$ cat src/rtl/regfile_write_arbiter_if.sv
// Request/grant bundle between the write requesters, the arbiter and the
// register file write port. sp is fed back from the register file.
interface regfile_write_arbiter_if #(
  parameter int WIDTH  = 16,
  parameter int DEST_W = 3,
  parameter int NREQ   = 3
);
  logic [NREQ-1:0]        req;
  logic [NREQ*DEST_W-1:0] req_dest;
  logic [NREQ*WIDTH-1:0]  req_data;
  logic [NREQ-1:0]        req_sp_adj;
  logic [WIDTH-1:0]       sp;
  logic [NREQ-1:0]        ack;
  logic [DEST_W-1:0]      regDest;
  logic [WIDTH-1:0]       DataWrite;
  logic                   regWrite;
  logic                   busy;

  modport master (
    output req, req_dest, req_data, req_sp_adj, sp,
    input  ack, regDest, DataWrite, regWrite, busy
  );

  modport slave (
    input  req, req_dest, req_data, req_sp_adj, sp,
    output ack, regDest, DataWrite, regWrite, busy
  );
endinterface

$ cat src/rtl/regfile_write_arbiter.sv
// Round-robin arbiter for the single register file write port, with
// sp read-modify-write and a one-cycle interlock after any sp write.

// Per-requester lane: eligibility and effective write destination/data.
module regfile_write_arbiter_lane #(
  parameter int WIDTH   = 16,
  parameter int DEST_W  = 3,
  parameter int SP_ADDR = 5
) (
  input  logic              i_req,
  input  logic              i_sp_adj,
  input  logic              i_sp_hold,
  input  logic [DEST_W-1:0] i_dest,
  input  logic [WIDTH-1:0]  i_data,
  input  logic [WIDTH-1:0]  i_sp,
  output logic              o_elig,
  output logic [DEST_W-1:0] o_dest,
  output logic [WIDTH-1:0]  o_data
);
  // sp adjusts wait out the hold cycle so they never read a stale sp
  assign o_elig = i_req & ~(i_sp_adj & i_sp_hold);
  assign o_dest = i_sp_adj ? DEST_W'(SP_ADDR) : i_dest;
  // two's complement offset, wraps silently
  assign o_data = i_sp_adj ? (i_sp + i_data) : i_data;
endmodule

module regfile_write_arbiter #(
  parameter int WIDTH   = 16,
  parameter int DEST_W  = 3,
  parameter int SP_ADDR = 5,
  parameter int NREQ    = 3
) (
  input  logic                     CLK,
  input  logic                     RST_N,
  regfile_write_arbiter_if.slave   bus
);
  localparam int PTR_W = 2;
  localparam logic [DEST_W-1:0] SP_IDX = DEST_W'(SP_ADDR);

  logic [PTR_W-1:0]  r_rr_ptr;
  logic              r_sp_hold;
  logic              r_we;
  logic [DEST_W-1:0] r_dest;
  logic [WIDTH-1:0]  r_data;

  logic [NREQ-1:0]              w_elig;
  logic [NREQ-1:0]              w_ack;
  logic [NREQ-1:0][DEST_W-1:0]  w_lane_dest;
  logic [NREQ-1:0][WIDTH-1:0]   w_lane_data;
  logic [PTR_W-1:0]             w_gnt;
  logic                         w_any;

  for (genvar g = 0; g < NREQ; g++) begin : g_lane
    regfile_write_arbiter_lane #(
      .WIDTH(WIDTH), .DEST_W(DEST_W), .SP_ADDR(SP_ADDR)
    ) u_lane (
      .i_req     (bus.req[g]),
      .i_sp_adj  (bus.req_sp_adj[g]),
      .i_sp_hold (r_sp_hold),
      .i_dest    (bus.req_dest[g*DEST_W +: DEST_W]),
      .i_data    (bus.req_data[g*WIDTH +: WIDTH]),
      .i_sp      (bus.sp),
      .o_elig    (w_elig[g]),
      .o_dest    (w_lane_dest[g]),
      .o_data    (w_lane_data[g])
    );
  end

  // first eligible lane at or above rr_ptr, wrapping modulo NREQ
  always_comb begin
    int idx;
    w_ack = '0;
    w_gnt = '0;
    w_any = 1'b0;
    for (int k = 0; k < NREQ; k++) begin
      idx = int'(r_rr_ptr) + k;
      if (idx >= NREQ) idx = idx - NREQ;
      if (!w_any && w_elig[idx]) begin
        w_any = 1'b1;
        w_gnt = PTR_W'(idx);
      end
    end
    if (w_any) w_ack[w_gnt] = 1'b1;
  end

  // registered write port, pointer advance and sp interlock
  always_ff @(posedge CLK or negedge RST_N) begin
    if (!RST_N) begin
      r_rr_ptr  <= '0;
      r_sp_hold <= 1'b0;
      r_we      <= 1'b0;
      r_dest    <= '0;
      r_data    <= '0;
    end else begin
      r_we      <= w_any;
      r_sp_hold <= w_any && (w_lane_dest[w_gnt] == SP_IDX);
      if (w_any) begin
        r_rr_ptr <= (w_gnt == PTR_W'(NREQ-1)) ? '0 : w_gnt + 1'b1;
        r_dest   <= w_lane_dest[w_gnt];
        r_data   <= w_lane_data[w_gnt];
      end
    end
  end

  // grants are suppressed while reset is asserted
  assign bus.ack       = RST_N ? w_ack : '0;
  assign bus.busy      = |bus.req;
  assign bus.regWrite  = r_we;
  assign bus.regDest   = r_dest;
  assign bus.DataWrite = r_data;
endmodule

$ cat src/flat_wrapper.sv
// flat-port wrapper written by rule: the top's interface ports become plain ports
module regfile_write_arbiter_flat 
#(
  parameter int WIDTH   = 16,
  parameter int DEST_W  = 3,
  parameter int SP_ADDR = 5,
  parameter int NREQ    = 3
)
  (CLK, RST_N, bus_req, bus_req_dest, bus_req_data, bus_req_sp_adj, bus_sp, bus_ack, bus_regDest, bus_DataWrite, bus_regWrite, bus_busy);
  regfile_write_arbiter_if #(.WIDTH(WIDTH), .DEST_W(DEST_W), .NREQ(NREQ)) bus_i ();
  input  logic CLK;
  input  logic RST_N;
  input wire logic [$bits(bus_i.req)-1:0] bus_req;
  input wire logic [$bits(bus_i.req_dest)-1:0] bus_req_dest;
  input wire logic [$bits(bus_i.req_data)-1:0] bus_req_data;
  input wire logic [$bits(bus_i.req_sp_adj)-1:0] bus_req_sp_adj;
  input wire logic [$bits(bus_i.sp)-1:0] bus_sp;
  output wire logic [$bits(bus_i.ack)-1:0] bus_ack;
  output wire logic [$bits(bus_i.regDest)-1:0] bus_regDest;
  output wire logic [$bits(bus_i.DataWrite)-1:0] bus_DataWrite;
  output wire logic [$bits(bus_i.regWrite)-1:0] bus_regWrite;
  output wire logic [$bits(bus_i.busy)-1:0] bus_busy;
  assign bus_i.req = bus_req;
  assign bus_i.req_dest = bus_req_dest;
  assign bus_i.req_data = bus_req_data;
  assign bus_i.req_sp_adj = bus_req_sp_adj;
  assign bus_i.sp = bus_sp;
  assign bus_ack = bus_i.ack;
  assign bus_regDest = bus_i.regDest;
  assign bus_DataWrite = bus_i.DataWrite;
  assign bus_regWrite = bus_i.regWrite;
  assign bus_busy = bus_i.busy;
  regfile_write_arbiter #(.WIDTH(WIDTH), .DEST_W(DEST_W), .SP_ADDR(SP_ADDR), .NREQ(NREQ)) u_core (.CLK(CLK), .RST_N(RST_N), .bus(bus_i));
endmodule
$ cat config.mk
export PLATFORM = sky130hd
export DESIGN_NAME = regfile_write_arbiter_flat
export DESIGN_NICKNAME = d
export VERILOG_FILES = /design/src/rtl/regfile_write_arbiter_if.sv /design/src/rtl/regfile_write_arbiter.sv /design/src/flat_wrapper.sv
export SDC_FILE = /design/constraint.sdc
export NUM_CORES = 1
export LEC_CHECK = 0
export ABC_AREA = 0
export CAP_MARGIN = 20
export CORE_ASPECT_RATIO = 1.1
export CORE_MARGIN = 5
export CORE_UTILIZATION = 44
export CTS_CLUSTER_SIZE = 30
export DETAILED_ROUTE_END_ITERATION = 12
export DONT_BUFFER_PORTS = 1
export PLACE_DENSITY = 0.68
export SETUP_SLACK_MARGIN = 0.1
export SLEW_MARGIN = 20
export SYNTH_ARGS = -nofsm -noshare
export SYNTH_HDL_FRONTEND = slang
export SYNTH_SLANG_ARGS = --single-unit
$ cat constraint.sdc
create_clock -name CLK -period 3 [get_ports CLK]
set_input_delay 0.45 -clock CLK [delete_from_list [all_inputs] [get_ports CLK]]
set_output_delay 0.45 -clock CLK [all_outputs]
set_load 0.02 [all_outputs]
==> summary.txt, run 1 <==
commonest non-fill, non-tap cell in the layout = nor2_1
Net Sw Frac = 0.511
Final WS setup = 213 ps
worst hold path type = in2reg
pwr dens = 681 nW/um^2
endpoint type of the worst setup path = output pin
Post-synth ARST share = 1.00
Routed WL = 12.1 mm
Fin Clk Skew = 8.95 ps
Leak Pwr = 1.84 nW
largest net degree at the start of global routing = 24
Setup WS pre-CTS = -92.9 ps
most frequent cells in the layout = 53 x nor2_1, 47 x ha_1, 45 x a21oi_1, 36 x nand2_1, 27 x o21ai_0
#FFs+latches synth = 23
Worst path slowest cell = or4_1
critical path type = reg2out
Psw = 1.41 mW
logic gate share of total power = 0.642
CP Launch Type = register
max incr delay on CP = 690 ps
DRC Markers = 0
root buffer cell = clkbuf_8
CTS sink cnt = 23
register share of total power = 0.280
First-pass DRT Iterations = 5
first-pass GRT wire length = 19.0 mm
RePlAce Congestion = 0.892
Nets = 620
CTS clk-pin slew, worst paths = 100 ps
hold_ws = 313 ps
# fillers = 842
crit path buf inv count = 1
crit path max fanout = 7
DIE AREA = 10500 um^2
deepest clock path buffer count = 2
crit path cell chain = inv_1 > ha_1 > nand2_1 > nor2_1 > or4_1 > nor2_1
required time at the worst-slack endpoint = 2550 ps
status = completed
layout cell share with drive strength beyond 1 = 0.0840
fin crit period = 2790 ps
cell mode on critical path = nor2_1
Cell Rows = 35
Int Power = 1.35 mW
gr ovfl total = 0
maxcap violations = 0
Final Power = 2.76 mW
DR vias = 3809
CTS tree = done
Tot GR Track Use = 0.226
IO Pins = 105
clock share of power = 0.078
RSZ-0062 raised after global routing = true
htree depth = 1
initial antenna violation count = 0
Critical Path AT = 2340 ps
vias per cell = 6.36
sequential area share after synthesis = 0.154
Die X = 98.0 um
Area Overhead vs Synth = 8.25%
period utilization = 0.929
Num CTS Buffers = 3
Final ANT Viol Nets = 0
Slew headroom = 0.653
final slew viol count = 0
Initial DRC Count = 301
syn avg cell area = 7.84 um^2
top_reg_cell synth = dfrtp_1
Final setup viols = 0
Final Hold Vio Count = 0
Max Clk Rate = 359 MHz
VDD IR max = 281 uV
wire per inst = 20.2 um
r2r setup slk = 270 ps
core area = 8360 um^2
mapped cell area = 3750 um^2
delay-heaviest family, CP = simple AND/OR/NAND/NOR gates
Post-synth EDFFs = 0
antenna fix cells = 0
Port Buffer Count = 0
hpwl dp = 9.62 mm
vias in the first global route = 3739
Die Y = 107 um
syn_nets = 609
Synth cell types = 63
starting density of the core = 0.448
cell count after synthesis = 478
yosys synthesis warning count = 0
Worst Tran Pin Value = 517 ps
Worst-Skew Late Latency = 280 ps
routing by layer:
metal / part of all wire / track usage / vias up
met5: 0 / 0 / -
li1: - / - / 1826
met1: 0.40 / 0.287 / 1783
met3: 0.11 / 0.0579 / 22
met4: 0.022 / 0.0564 / 0
met2: 0.47 / 0.381 / 178
flip-flops by register name, summed over array words and instances (netlist names):
register and cells:
u_core.bus.DataWrite 16, u_core.r_sp_hold 1, u_core.r_rr_ptr 2, u_core.bus.regDest 3
u_core.bus.regWrite 1
worst reg2reg max path, cell delays in order (launching register included):
cell and delay, ps:
dfrtp_1 370, inv_1 70, ha_1 390, nor2_1 100, a21oi_1 150, nor2_1 60
nor3_2 220, buf_4 230, nor3b_1 70, o21a_1 180, or4_1 470, o32a_1 330
power by group through the flow:
stage	Sequential (mW)	Clock [mW]	Combinational [mW]
CTS	0.778	0.218	1.72
finish	0.774	0.215	1.77
global route	0.796	0.231	1.97
detailed placement	0.783	0	1.70
floorplan	0.728	0	1.27
global placement	0.781	0	1.67
cell usage after synthesis, types with 10 or more instances:
| cell type | n | area share |
|---|---|---|
| a21o_1 | 17 | 0.034 |
| a21oi_1 | 45 | 0.060 |
| clkbuf_1 | 11 | 0.011 |
| dfrtp_1 | 23 | 0.15 |
| ha_1 | 47 | 0.16 |
| inv_1 | 16 | 0.016 |
| mux2i_1 | 26 | 0.069 |
| nand2_1 | 36 | 0.036 |
| nor2_1 | 53 | 0.053 |
| nor3_1 | 13 | 0.017 |
| o21ai_0 | 27 | 0.036 |
| o22ai_1 | 10 | 0.017 |
| xnor2_1 | 19 | 0.044 |
| xor2_1 | 14 | 0.033 |
per-stage QoR:
step           instance area, um^2  utilization  cells  TNS (ps)
4_1_cts                       4030        0.482    597         0
5_1_grt                       4060        0.485    599         0
3_3_place_gp                  3950        0.472    591     -7.19
3_5_place_dp                  3950        0.472    591     -92.9
2_1_floorplan                 3750            -    478         0
6_report                      4060        0.485    599         0
cell families (layout without fill, tap and decap cells):
family | count (synthesis) | in the layout | synth area share
AO/OA/AOI/OAI | 166 | 166 | 0.293
multiplexers | 31 | 31 | 0.0845
flip-flops | 23 | 23 | 0.154
buffers and inverters | 31 | 41 | 0.0334
adder cells (fa/ha/maj) | 51 | 51 | 0.176
AND/OR/NAND/NOR | 143 | 143 | 0.182
XOR/XNOR | 33 | 33 | 0.0772
repair_timing:
item / CTS / global route
hold endpoints to repair: 23 / 0
pin swaps: 1 / 1
hold buffers: 2 / 0
resized for setup: 2 / 2
buffers inserted: 0 / 2
setup endpoints to repair: 1 / 3
final cells by class:
cell class / instances / area, um^2 / area share
multi-input combinational: 424 / 3060 / 0.755
sequential: 23 / 576 / 0.142
timing repair buffer: 21 / 173 / 0.0426
tap: 111 / 139 / 0.0342
inverter: 16 / 60.1 / 0.0148
clock buffer: 3 / 41.3 / 0.0102
clock inverter: 1 / 5.00 / 0.00123
path summary, 6_finish.rpt:
path                       cells after the start                from                       end
max                                            6  u_core.r_rr_ptr[0]                bus_ack[2]
min                                            2   bus_req_sp_adj[0]  u_core.bus.DataWrite[13]
max reg2reg                                   11  u_core.r_rr_ptr[0]  u_core.bus.DataWrite[15]
min reg2reg                                    2  u_core.r_rr_ptr[0]        u_core.r_rr_ptr[0]
max in group asynchronous                      2               RST_N     u_core.bus.regDest[1]
min in group asynchronous                      2               RST_N  u_core.bus.DataWrite[13]
No activity file was read; power rests on OpenSTA's default activity.
==> run 2, diff against run 1 <==
--- a/config.mk
+++ b/config.mk
@@ -6,9 +6,8 @@
 export NUM_CORES = 1
 export LEC_CHECK = 0
 export ABC_AREA = 0
-export CAP_MARGIN = 20
 export CORE_ASPECT_RATIO = 1.1
-export CORE_MARGIN = 5
+export CORE_MARGIN = 3
 export CORE_UTILIZATION = 44
 export CTS_CLUSTER_SIZE = 30
 export DETAILED_ROUTE_END_ITERATION = 12
==> constraint.sdc (replaced) <==
create_clock -name CLK -period 3.41 [get_ports CLK]
set_input_delay 0.5115 -clock CLK [delete_from_list [all_inputs] [get_ports CLK]]
set_output_delay 0.5115 -clock CLK [all_outputs]
set_load 0.02 [all_outputs]
==> run 2 against run 1 <==
  * Via count decreased by 1.9%
  * Power decreased by 14%
  * Clock-buffer cell count unchanged
  * Clock skew decreased by 3.1 ps
  * Sequential power decreased by 13%
  * Die area decreased by 7.7%
  * Global-route usage increased by 2.1 points
  * Core utilization increased by 0.48 points
  * Flip-flop and latch count unchanged
==> summary.txt, run 2 (synthesis gave the netlist of run 1 again) <==
wire per inst = 20.5 um (+1.9%)
Nets = 610 (-1.6%)
Num CTS Buffers = 3 (unchanged)
Die X = 94.0 um (-4.1%)
gr ovfl total = 0 (unchanged)
cts repair resizes = 0 (-2)
# fillers = 843 (+0.12%)
Slew headroom = 0.549 (-0.104)
wire length on met1 = 4.96 mm (+2.2%)
first-pass GRT wire length = 18.7 mm (-1.3%)
CP Launch Type = register
maxcap violations = 0 (unchanged)
deepest clock path buffer count = 2 (unchanged)
vias in the first global route = 3754 (+0.40%)
Non-Filler Instances = 586 (-2.2%)
hold_buf cts = 1 (-1)
cell mode on critical path = inv_1
commonest non-fill, non-tap cell in the layout = nor2_1
root buffer cell = clkbuf_8
First-pass DRT Iterations = 5 (unchanged)
Final ANT Viol Nets = 0 (unchanged)
Cell Rows = 34 (-2.9%)
crit path max fanout = 10 (+3)
dpl cells = 581 (-1.7%)
CTS tree = done
R2R Path Start = u_core.r_rr_ptr[0]
pwr dens = 600 nW/um^2 (-12%)
CTS clk-pin slew, worst paths = 110 ps (about the same)
Area Overhead vs Synth = 5.64%
DRC Markers = 0 (unchanged)
worst hold path type = in2async
layout cell share with drive strength beyond 1 = 0.0586 (-0.0254)
max incr delay on CP = 530 ps (-160 ps)
Max Clk Rate = 320 MHz
metal3 WL = 974 um (-23%)
htree depth = 1 (unchanged)
Final Core Density = 0.490 (+0.00481)
max reg flops = 16 (unchanged)
Fin Clk Skew = 5.89 ps (-3.07 ps)
Die Y = 103 um (-3.7%)
DIE AREA = 9660 um^2 (-7.7%)
CTS sink cnt = 23 (unchanged)
DR WL met2 = 5.83 mm (+2.4%)
critical path type = reg2out
Tot GR Track Use = 0.247 (+0.0213)
endpoint type of the worst setup path = output pin
final slew viol count = 0 (unchanged)
initial antenna violation count = 0 (unchanged)
vias per cell = 6.38 (+0.31%)
VDD IR max = 188 uV (-33%)
fin crit period = 3120 ps
hold_ws = 30.6 ps (-282 ps)
Worst path slowest cell = a221o_1
required time at the worst-slack endpoint = 2900 ps (+350 ps)
Leak Pwr = 1.79 nW (-2.7%)
period utilization = 0.916
DR vias = 3738 (-1.9%)
antenna fix cells = 0 (unchanged)
setup TNS = 0 ps (unchanged)
most frequent cells in the layout = 53 x nor2_1, 47 x ha_1, 45 x a21oi_1, 36 x nand2_1, 27 x o21ai_0
crit path cell chain = inv_1 > ha_1 > maj3_2 > a221o_1 > inv_1 > nand2b_1 > nor2_1 > buf_4
hpwl dp = 9.66 mm (+0.38%)
IO Pins = 105 (unchanged)
post-CTS setup buffer count = 0 (unchanged)
Final Power = 2.37 mW (-14%)
RSZ-0062 raised after global routing = false
Final Hold Vio Count = 0 (unchanged)
Worst Tran Pin Value = 669 ps (+153 ps)
Worst-Skew Late Latency = 280 ps (about the same)
starting density of the core = 0.463 (+0.0156)
Crit. Startpoint = u_core.r_rr_ptr[0]
Routed WL = 12.0 mm (-0.31%)
RePlAce Congestion = 0.899 (+0.85%)
Initial DRC Count = 152 (-50%)
Critical Path AT = 2610 ps (+270 ps)
Final setup viols = 0 (unchanged)
largest net degree at the start of global routing = 24 (unchanged)
core area = 8080 um^2 (-3.4%)
Port Buffer Count = 0 (unchanged)
Highest Signal Layer = met4
status = completed
## run 2: cell count changes in the layout (fill, tap and decap cells not counted), sizes merged
cell         previous run  this run
dlygate4sd3             1         0
buf                    20        11
## run 2: final timing paths
kind	slack (ps)	endpoint	depth (start not counted)
setup / recovery	290	bus_ack[0]	8
hold / removal	30	u_core.bus.DataWrite[13]	1
setup reg to reg	540	u_core.bus.DataWrite[15]	11
hold reg to reg	570	u_core.r_rr_ptr[0]	2
max in group asynchronous	3210	u_core.bus.DataWrite[6]	1
min in group CLK	380	u_core.bus.DataWrite[13]	2
## run 2: where the power goes
| group | leakage [nW] | internal [mW] | switching [mW] | total (mW) |
|---|---|---|---|---|
| combinational | 1.49 | 0.636 | 0.868 | 1.50 |
| clock | 0.0255 | 0.0823 | 0.116 | 0.198 |
| sequential | 0.272 | 0.421 | 0.252 | 0.673 |
## run 2: layout make-up
type                            count  area, um^2  share of cell area
Multi-Input combinational cell    424        3050               0.770
Sequential cell                    23         576               0.145
Tap cell                          108         135              0.0341
Timing Repair Buffer               11        95.1              0.0240
Inverter                           16        60.1              0.0152
Clock buffer                        3        41.3              0.0104
Clock inverter                      1        5.00             0.00126
## run 2: layer usage
metal,vias to the layer above,global-route usage
met1,1768,0.300
met4,0,0.0811
met5,-,0
li1,1809,-
met2,140,0.434
met3,21,0.0555
## run 2: stage by stage
stage	setup slack, ps	area (um^2)
final	287	3960
after CTS	292	3960
after global placement	305	3890
after global routing	134	3960
after detailed placement	272	3890
after floorplan	529	3750
## run 2: worst max-delay path: cells and delay by family, from the launching register on
kind / cells / cell delay, ps
fa+ha+maj: 2 / 690
buf+inv: 3 / 520
flops: 1 / 370
compound gates: 1 / 530
simple gates: 2 / 230
